<file path="src/rtl/dmem_arbiter_pkg.sv">
// Shared types, encodings and helpers for the data-memory arbiter.
package dmem_arbiter_pkg;

   localparam int unsigned WORD_LEN = 32;

   // Access size encodings
   localparam logic [1:0] SIZE_BYTE = 2'b00;
   localparam logic [1:0] SIZE_HALF = 2'b01;
   localparam logic [1:0] SIZE_WORD = 2'b10;

   typedef enum logic {
      ARB_IDLE  = 1'b0,
      ARB_MERGE = 1'b1
   } arb_state_t;

   // Request payload presented by a port
   typedef struct packed {
      logic                we;
      logic [1:0]          size;
      logic [WORD_LEN-1:0] addr;
      logic [WORD_LEN-1:0] wdata;
   } mem_req_t;

   // Misaligned half/word or an illegal size encoding
   function automatic logic access_err(input logic [1:0] size, input logic [1:0] offset);
      logic err;
      case (size)
         SIZE_BYTE: err = 1'b0;
         SIZE_HALF: err = offset[0];
         SIZE_WORD: err = (offset != 2'b00);
         default:   err = 1'b1;
      endcase
      return err;
   endfunction

   // Word-aligned memory address
   function automatic logic [WORD_LEN-1:0] word_align(input logic [WORD_LEN-1:0] addr);
      return {addr[WORD_LEN-1:2], 2'b00};
   endfunction

endpackage

</file>
<file path="src/rtl/dmem_arbiter_lane_merge.sv">
// Big-endian lane insert (store merge) and extract (load) for byte/half/word.
module lane_merge
   import dmem_arbiter_pkg::*;
(
   input  logic [WORD_LEN-1:0] old_word,
   input  logic [WORD_LEN-1:0] new_data,
   input  logic [1:0]          offset,
   input  logic [1:0]          size,
   output logic [WORD_LEN-1:0] merged,
   output logic [WORD_LEN-1:0] extracted
);

   logic [4:0] shamt;

   // Byte offset k sits (3-k) bytes up from bit 0; a half at k sits (2-k) bytes up
   always_comb begin
      shamt     = 5'd0;
      merged    = new_data;
      extracted = old_word;
      case (size)
         SIZE_BYTE: begin
            shamt     = {~offset, 3'b000};
            merged    = (old_word & ~(WORD_LEN'(8'hFF) << shamt))
                      | (WORD_LEN'(new_data[7:0]) << shamt);
            extracted = (old_word >> shamt) & WORD_LEN'(8'hFF);
         end
         SIZE_HALF: begin
            shamt     = {~offset[1], 4'b0000};
            merged    = (old_word & ~(WORD_LEN'(16'hFFFF) << shamt))
                      | (WORD_LEN'(new_data[15:0]) << shamt);
            extracted = (old_word >> shamt) & WORD_LEN'(16'hFFFF);
         end
         default: begin
            merged    = new_data;
            extracted = old_word;
         end
      endcase
   end

endmodule

</file>
<file path="src/rtl/dmem_arbiter.sv">
// Two-port round-robin arbiter and access sequencer for the big-endian data memory.
module dmem_arbiter
   import dmem_arbiter_pkg::*;
(
   input  logic                clk,
   input  logic                rst,

   input  logic                p0_req,
   input  logic                p0_we,
   input  logic [1:0]          p0_size,
   input  logic [WORD_LEN-1:0] p0_addr,
   input  logic [WORD_LEN-1:0] p0_wdata,
   output logic                p0_ack,
   output logic                p0_err,
   output logic [WORD_LEN-1:0] p0_rdata,

   input  logic                p1_req,
   input  logic                p1_we,
   input  logic [1:0]          p1_size,
   input  logic [WORD_LEN-1:0] p1_addr,
   input  logic [WORD_LEN-1:0] p1_wdata,
   output logic                p1_ack,
   output logic                p1_err,
   output logic [WORD_LEN-1:0] p1_rdata,

   output logic                mem_readEN,
   output logic                mem_writeEN,
   output logic [WORD_LEN-1:0] mem_address,
   output logic [WORD_LEN-1:0] mem_dataIn,
   input  logic [WORD_LEN-1:0] mem_dataOut,

   output logic                busy
);

   arb_state_t          state;
   logic                last;

   // Context captured for the write half of a read-modify-write
   logic                lat_port;
   logic [WORD_LEN-1:0] lat_addr;
   logic [1:0]          lat_size;
   logic [WORD_LEN-1:0] lat_wdata;
   logic [WORD_LEN-1:0] lat_word;

   logic                elig0;
   logic                elig1;
   logic                grant_valid;
   logic                grant_port;
   logic                grant_err;
   logic                grant_rmw;
   mem_req_t            cur_req;

   logic [WORD_LEN-1:0] lm_old;
   logic [WORD_LEN-1:0] lm_new;
   logic [1:0]          lm_off;
   logic [1:0]          lm_size;
   logic [WORD_LEN-1:0] lm_merged;
   logic [WORD_LEN-1:0] lm_extracted;

   // Eligibility and round-robin pick; an acked request cannot be re-granted the same cycle
   always_comb begin
      elig0       = p0_req & ~p0_ack;
      elig1       = p1_req & ~p1_ack;
      grant_valid = (state == ARB_IDLE) && !rst && (elig0 || elig1);
      grant_port  = (elig0 && elig1) ? ~last : elig1;
      if (grant_port) begin
         cur_req.we    = p1_we;
         cur_req.size  = p1_size;
         cur_req.addr  = p1_addr;
         cur_req.wdata = p1_wdata;
      end else begin
         cur_req.we    = p0_we;
         cur_req.size  = p0_size;
         cur_req.addr  = p0_addr;
         cur_req.wdata = p0_wdata;
      end
      grant_err = access_err(cur_req.size, cur_req.addr[1:0]);
      grant_rmw = cur_req.we && (cur_req.size != SIZE_WORD);
   end

   // One lane unit serves load extraction in IDLE and the store merge in MERGE
   always_comb begin
      if (state == ARB_MERGE) begin
         lm_old  = lat_word;
         lm_off  = lat_addr[1:0];
         lm_size = lat_size;
      end else begin
         lm_old  = mem_dataOut;
         lm_off  = cur_req.addr[1:0];
         lm_size = cur_req.size;
      end
      lm_new = lat_wdata;
   end

   lane_merge u_lane_merge (
      .old_word  (lm_old),
      .new_data  (lm_new),
      .offset    (lm_off),
      .size      (lm_size),
      .merged    (lm_merged),
      .extracted (lm_extracted)
   );

   // Memory strobes follow the grant in the same cycle; everything is zero when idle or in reset
   always_comb begin
      mem_readEN  = 1'b0;
      mem_writeEN = 1'b0;
      mem_address = '0;
      mem_dataIn  = '0;
      if (!rst && state == ARB_MERGE) begin
         mem_writeEN = 1'b1;
         mem_address = word_align(lat_addr);
         mem_dataIn  = lm_merged;
      end else if (grant_valid && !grant_err) begin
         mem_address = word_align(cur_req.addr);
         if (cur_req.we && cur_req.size == SIZE_WORD) begin
            mem_writeEN = 1'b1;
            mem_dataIn  = cur_req.wdata;
         end else begin
            mem_readEN = 1'b1;
         end
      end
   end

   // Sequencer state, round-robin pointer and registered ack/err/rdata
   always_ff @(posedge clk) begin
      if (rst) begin
         state     <= ARB_IDLE;
         last      <= 1'b1;
         p0_ack    <= 1'b0;
         p0_err    <= 1'b0;
         p0_rdata  <= '0;
         p1_ack    <= 1'b0;
         p1_err    <= 1'b0;
         p1_rdata  <= '0;
         lat_port  <= 1'b0;
         lat_addr  <= '0;
         lat_size  <= SIZE_BYTE;
         lat_wdata <= '0;
         lat_word  <= '0;
      end else begin
         p0_ack   <= 1'b0;
         p0_err   <= 1'b0;
         p0_rdata <= '0;
         p1_ack   <= 1'b0;
         p1_err   <= 1'b0;
         p1_rdata <= '0;
         case (state)
            ARB_IDLE: begin
               if (grant_valid) begin
                  last <= grant_port;
                  if (grant_err) begin
                     if (grant_port) begin
                        p1_ack <= 1'b1;
                        p1_err <= 1'b1;
                     end else begin
                        p0_ack <= 1'b1;
                        p0_err <= 1'b1;
                     end
                  end else if (grant_rmw) begin
                     lat_port  <= grant_port;
                     lat_addr  <= cur_req.addr;
                     lat_size  <= cur_req.size;
                     lat_wdata <= cur_req.wdata;
                     lat_word  <= mem_dataOut;
                     state     <= ARB_MERGE;
                  end else if (grant_port) begin
                     p1_ack   <= 1'b1;
                     p1_rdata <= cur_req.we ? '0 : lm_extracted;
                  end else begin
                     p0_ack   <= 1'b1;
                     p0_rdata <= cur_req.we ? '0 : lm_extracted;
                  end
               end
            end
            ARB_MERGE: begin
               if (lat_port) p1_ack <= 1'b1;
               else          p0_ack <= 1'b1;
               state <= ARB_IDLE;
            end
            default: state <= ARB_IDLE;
         endcase
      end
   end

   assign busy = (state != ARB_IDLE);

endmodule
</file>
<file path="config.mk">
export PLATFORM = sky130hd
export DESIGN_NAME = dmem_arbiter
export DESIGN_NICKNAME = d
export VERILOG_FILES = /design/src/rtl/dmem_arbiter_pkg.sv /design/src/rtl/dmem_arbiter_lane_merge.sv /design/src/rtl/dmem_arbiter.sv
export SDC_FILE = /design/constraint.sdc
export NUM_CORES = 1
export LEC_CHECK = 0
export ABC_AREA = 1
export CORE_MARGIN = 3
export CORE_UTILIZATION = 51
export DETAILED_ROUTE_END_ITERATION = 10
export GPL_TIMING_DRIVEN = 0
export PLACE_DENSITY = 0.86
export SYNTH_ARGS = -nofsm -noshare
export SYNTH_HDL_FRONTEND = slang
export SYNTH_SLANG_ARGS = --single-unit
export TNS_END_PERCENT = 20
</file>
<file path="constraint.sdc">
create_clock -name clk -period 4.5 [get_ports clk]
set_input_delay 0.45 -clock clk [delete_from_list [all_inputs] [get_ports clk]]
set_output_delay 0.45 -clock clk [all_outputs]
set_load 0.02 [all_outputs]
</file>
Word-level counts from Yosys, hierarchy flattened
Index checks and enable logic that the tools add are counted.
{"block": "word_totals", "ff_bits": 169, "inputBits": 170, "output_inout_bits": 135, "elab_cells": 94}
{"block": "classes", "eq_ne": 4, "n_shift": 6, "mux": 36, "n_bitwise": 17, "reduce_logical": 18}
{"cell": "two-way mux 32 bit", "count": 7}
{"cell": "case mux 32 bit (2 select lines)", "count": 2}
{"cell": "two-way mux 67 bit", "count": 1}
{"cell": "bitwise AND 32 bit", "count": 2}
{"cell": "NOT 32 bit", "count": 2}
{"cell": "bitwise OR 32 bit", "count": 2}
{"cell": "left shift 16 x 5 -> 32 bit", "count": 1}
{"cell": "left shift 16 x 5 -> 32 bit (first input constant)", "count": 1}
{"cell": "left shift 8 x 5 -> 32 bit", "count": 1}
{"cell": "left shift 8 x 5 -> 32 bit (first input constant)", "count": 1}
{"cell": "right shift 32 x 5 -> 16 bit", "count": 1}
{"cell": "right shift 32 x 5 -> 8 bit", "count": 1}
{"cell": "two-way mux 1 bit", "count": 20}
{"cell": "OR reduction 6 bit", "count": 2}
{"cell": "NOT 1 bit", "count": 8}
{"cell": "logical AND 1 bit", "count": 7}
{"cell": "case mux 1 bit (2 select lines)", "count": 3}
{"cell": "equality test 2 x 1 -> 1 bit (second input constant)", "count": 2}
{"cell": "logical NOT 2 bit", "count": 2}
{"cell": "two-way mux 2 bit", "count": 2}
{"cell": "AND reduction 4 bit", "count": 1}
{"cell": "OR reduction 4 bit", "count": 1}
{"cell": "case mux 1 bit (3 select lines)", "count": 1}
{"cell": "bitwise AND 1 bit", "count": 2}
{"cell": "other kinds (7)", "count": 8}

Logic depth before layout (Yosys ltp)
{"block": "depth", "depth_word": 13, "ltp_mapped": 15, "ltp_nobuf": 14}

By module
A second synthesis with hierarchy kept.
{"block": "unflattened", "hier_cells": 1786, "area_unflattened_um2": 10301.1}
{"mod": "dmem_arbiter", "instances": 1, "cells_each": 1305, "area_each_um2": 8260.4, "seq_area_each_um2": 3383.2}
{"mod": "lane_merge", "instances": 1, "cells_each": 481, "area_each_um2": 2040.7, "seq_area_each_um2": 0.0}

Least setup slack after synthesis
No wires, ideal clock.
{"block": "synth_path", "kind": "input-to-output", "from": "input p1_req", "to": "output mem_dataIn[10]", "t_arrival_ns": 2.018, "required_ns": 4.050, "setup_slack_ns": 2.032, "stages": 13, "n_path_buf": 1, "path_cell_list": "inv_1 -> nor2_4 -> nand2_4 -> nand2_1 -> nand2_1 -> nand2_1 -> nand2_1 -> o21ai_4 -> nand3_1 -> nand2_1 -> buf_2 -> nand2_1 -> nor2_1"}
{"block": "synth_between", "elab_chain_len": 12, "elab_cells_between_ends": 34, "classes_between": "eq/ne: 3; shift: 4; mux: 9; bitwise: 9; reduce/logical: 9"}
{"element": "start: declaration", "line": "dmem_arbiter.sv:17", "rtl": "input logic p1_req,"}
{"element": "bitwise AND 1 bit (*)", "line": "dmem_arbiter.sv:63", "rtl": "elig1 = p1_req & ~p1_ack;"}
{"element": "logical AND 1 bit", "line": "dmem_arbiter.sv:65", "rtl": "grant_port = (elig0 && elig1) ? ~last : elig1;"}
{"element": "two-way mux 1 bit", "line": "dmem_arbiter.sv:65"}
{"element": "two-way mux 67 bit", "line": "dmem_arbiter.sv:66", "rtl": "if (grant_port) begin"}
{"element": "two-way mux 2 bit", "line": "dmem_arbiter.sv:83", "rtl": "if (state == ARB_MERGE) begin"}
{"element": "NOT 1 bit / NOT 2 bit (equally long branches)", "line": "dmem_arbiter_lane_merge.sv:28, dmem_arbiter_lane_merge.sv:22"}
{"element": "left shift 16 x 5 -> 32 bit / left shift 8 x 5 -> 32 bit (equally long branches)", "line": "dmem_arbiter_lane_merge.sv:29, dmem_arbiter_lane_merge.sv:23"}
{"element": "NOT 32 bit (on tied branches)", "line": "dmem_arbiter_lane_merge.sv:29, dmem_arbiter_lane_merge.sv:23"}
{"element": "bitwise AND 32 bit (on tied branches)", "line": "dmem_arbiter_lane_merge.sv:29, dmem_arbiter_lane_merge.sv:23"}
{"element": "bitwise OR 32 bit (on tied branches)", "line": "dmem_arbiter_lane_merge.sv:30, dmem_arbiter_lane_merge.sv:24"}
{"element": "case mux 32 bit (2 select lines)", "line": "dmem_arbiter_lane_merge.sv:20", "rtl": "case (size)"}
{"element": "two-way mux 32 bit (*)", "line": "dmem_arbiter.sv:110", "rtl": "if (!rst && state == ARB_MERGE) begin"}
{"element": "end: declaration", "line": "dmem_arbiter.sv:29", "rtl": "output logic [WORD_LEN-1:0] mem_dataIn,"}
Every way passes the cells marked *; elsewhere a longest branch is shown, timed or not.

Final worst setup path
{"block": "layout_path", "from": "input p0_req", "to": "output mem_address[30]"}
{"block": "layout_between", "elab_chain_len": 10, "elab_cells_between_ends": 15, "classes_between": "eq/ne: 2; mux: 5; bitwise: 1; reduce/logical: 7"}
{"element": "start: declaration", "line": "dmem_arbiter.sv:8", "rtl": "input logic p0_req,"}
{"element": "bitwise AND 1 bit (*)", "line": "dmem_arbiter.sv:62", "rtl": "elig0 = p0_req & ~p0_ack;"}
{"element": "logical AND 1 bit", "line": "dmem_arbiter.sv:65"}
{"element": "two-way mux 1 bit", "line": "dmem_arbiter.sv:65"}
{"element": "two-way mux 67 bit", "line": "dmem_arbiter.sv:66"}
{"element": "equality test 2 bit, or another cell as far along", "line": "dmem_arbiter_pkg.sv:27", "rtl": "case (size)"}
{"element": "case mux 1 bit (3 select lines)", "line": "dmem_arbiter_pkg.sv:27"}
{"element": "logical NOT 1 bit", "line": "dmem_arbiter.sv:114", "rtl": "end else if (grant_valid && !grant_err) begin"}
{"element": "logical AND 1 bit", "line": "dmem_arbiter.sv:114"}
{"element": "two-way mux 32 bit (*)", "line": "dmem_arbiter.sv:114"}
{"element": "two-way mux 32 bit (*)", "line": "dmem_arbiter.sv:110"}
{"element": "end: declaration", "line": "dmem_arbiter.sv:28", "rtl": "output logic [WORD_LEN-1:0] mem_address,"}
Marked as above.

==> impl_metrics.py <==
metrics = {
    "route": {
        "wire_per_inst_um": 17.23,
        "vias": 12060,
        "postRouteWirelength_um": 39100,
        "drtPass1Iterations": 6,
        "drtAntennaViolNets": 0,
        "first_iter_violations": 1069,
        "route.detailed.drc": 0,
        "viasPerCell": 5.317,
    },
    "status": {
        "status": "finished, final reports clean",
    },
    "global_route": {
        "grt_max_degree": 19,
        "grt_antenna_before_repair": 0,
        "grt_pass1_vias": 11290,
        "grtUsageTotal": 0.3549,
        "grt-ovfl-total": 0,
        "grt_pass1_wl_um": 59930,
    },
    "power_and_ir_drop": {
        "p_leak_nw": 6.240,
        "p_sw_mw": 1.848,
        "power_density_nw_per_um2": 343.7,
        "ir_drop_uv": 271.9,
        "p_seq_frac": 0.339,
        "p_clk_frac": 0.310,
        "combPwrFrac": 0.350,
        "switching_share": 0.3891,
        "p_int_mw": 2.901,
    },
    "place": {
        "pre_cts_ws_ns": 0.4550,
        "port_buffers": 302,
        "gp_congestion": 0.9931,
        "place_hpwl_um": 30790,
        "place_inst": 2237,
    },
    "floorplan": {
        "pin_count": 305,
        "core_area_um2": 18830,
        "rows": 50,
        "die_w_um": 145.1,
        "start_util": 0.5243,
        "dieArea_um2": 21060,
        "die_h_um": 145.1,
    },
    "sta": {
        "setup_viol": 0,
        "hold_violations": 0,
        "maxSlewViolCount": 0,
        "max_slew.worst_pin.slew_ns": 1.065,
        "relSlewSlack": 0.2826,
        "tns_ns": 0,
        "fin_ws_ns": 0.3877,
        "whs_ns": 0.4661,
        "finClkSkew_ns": 0.01529,
        "rsz0062_at_grt": "false",
        "min_period_over_period": 0.9138,
        "max_freq_ghz": 0.2432,
        "min_period_ns": 4.112,
    },
    "synthesis": {
        "synth_cells": 1674,
        "ys_top_cells_by_count": "nand2_1 (682), nor2_1 (190), inv_1 (181), dfxtp_1 (169), o21ai_0 (94)",
        "ys_ff_latch": 169,
        "synth_most_common_cell": "nand2_1",
        "synth_top_cell_area_share": 0.3427,
        "synth_cell_type_count": 30,
        "yosys-top-cells-area": "dfxtp_1 (34%), nand2_1 (26%), nor2_1 (7.2%)",
        "synth_area_um2": 9872,
        "ys.flop_type": "dfxtp_1",
        "syn_avg_cell_area_um2": 5.897,
        "async_flop_share": 0,
        "yosysWarnings": 0,
        "synth_top_area_cell": "dfxtp_1",
        "synth_edf_count": 0,
        "ys_seq_area_frac": 0.3427,
    },
    "clock_tree": {
        "clkLatencyLatePin_ns": 0.44,
        "cts_buffer_depth": 2,
        "post_cts_hold_buffer_count": 0,
        "h-tree-depth": 4,
        "cts-resized-gates": 0,
        "cts_made_buffers": 17,
        "clock-sinks": 169,
        "cts_root_buf": "clkbuf_16",
        "clk_pin_slew_ns": 0.07,
        "cts_setup_buffers": 0,
        "cts_tree": "yes",
    },
    "critical_path": {
        "endpoint_kind": "output port",
        "reg2reg_to": "p1_rdata[15]$_SDFF_PP0_",
        "critPathKind": "input port to output port",
        "worstPathArrival_ns": 3.66,
        "timing.rr.start": "busy$_SDFF_PP0_",
        "cp_max_fo": 10,
        "worstPathRequired_ns": 4.05,
        "start_kind": "input port",
        "reg2reg_depth": 9,
        "regToRegSetupSlack_ns": 1.85,
    },
    "hold_path": {
        "min_from": "lat_word[16]$_SDFFE_PP0P_",
        "hp-class": "flip-flop to flip-flop",
        "hold_depth": 2,
        "hold_end": "lat_word[16]$_SDFFE_PP0P_",
    },
    "layout": {
        "layout-drive-gt1-share": 0.04480,
        "final_util": 0.7338,
        "n_antenna_cell": 0,
        "area_growth_pct": 39.96,
        "nets": 2166,
        "fill_cells": 1570,
        "instances_no_fill": 2269,
    },
    "run": {
        "drv_cap": 0,
    },
}
## power groups by stage
stage	clock (mW)	combinational (mW)	sequential (mW)
global route	1.51	1.81	1.62
finish	1.47	1.66	1.61
detailed placement	0	1.62	1.64
CTS	1.46	1.63	1.61
global placement	0	1.60	1.64
floorplan	0	0.968	1.65
## stage by stage
step	power [mW]	area (um^2)
floorplan	2.619	9876
global placement	3.239	13220
detailed placement	3.263	13220
CTS	4.703	13820
global route	4.937	13820
finish	4.749	13820
## registers in the layout, summed over array words and instances, names as in the netlist
name       flops
last           1
p1_ack         1
p1_err         1
lat_addr      32
p1_rdata      32
p0_ack         1
lat_wdata     32
lat_port       1
p0_rdata      32
busy           1
lat_word      32
p0_err         1
lat_size       2
## final cells by class
cell class                      count  area, um^2  area share
Multi-Input combinational cell   1219        5344      0.3868
Sequential cell                   169        3383      0.2449
Timing Repair Buffer              302        3023      0.2188
Inverter                          184       690.7     0.04999
Buffer                            103       457.9     0.03314
Clock buffer                       18       439.2     0.03178
Tap cell                          260       325.3     0.02354
Clock inverter                     14       153.9     0.01114
## cell families after synthesis
logic type      after synthesis  synth area share
simple gates                956            0.3785
mux                          46           0.04664
compound gates              215            0.1155
other cells                   1         0.0003799
buf+inv                     287            0.1163
flops                       169            0.3427
## worst max path at each step
| stage | start | endpoint | slack, ns |
|---|---|---|---|
| 2_1_floorplan | p1_req | mem_dataIn[10] | 2.03 |
| 3_3_place_gp | p0_req | mem_dataIn[28] | 0.49 |
| 3_5_place_dp | p0_req | mem_dataIn[28] | 0.45 |
| 4_1_cts | p0_req | mem_address[30] | 0.43 |
| 5_1_grt | p0_req | mem_dataIn[27] | 0.27 |
| 6_report | p0_req | mem_address[30] | 0.39 |
## cells in the final DEF (no fill, tap or decap), drive strengths merged, types with 8 or more instances in the layout
master,instances
nand2,684
clkdlybuf4s50,302
nor2,192
inv,188
dfxtp,169
o21ai,96
a21oi,86
nand3,65
clkbuf,62
buf,59
mux2i,46
o22ai,30
nand4,8
## routing by layer
layer,global-route usage,part of all wire,vias up
met5,0,0,-
met4,0.1857,0.056,0
met3,0.07433,0.086,127
met2,0.6087,0.47,688
met1,0.4179,0.39,5446
li1,-,-,5803
## critical path, stage by stage
cell and delay (ns):
clkdlybuf4s50_1 0.51, nand3_2 0.19, nand2_4 0.18, clkbuf_1 0.43, buf_1 0.69, mux2i_1 0.44, o22ai_1 0.16, clkdlybuf4s50_1 0.60
Power figures use the tool's default switching activity.
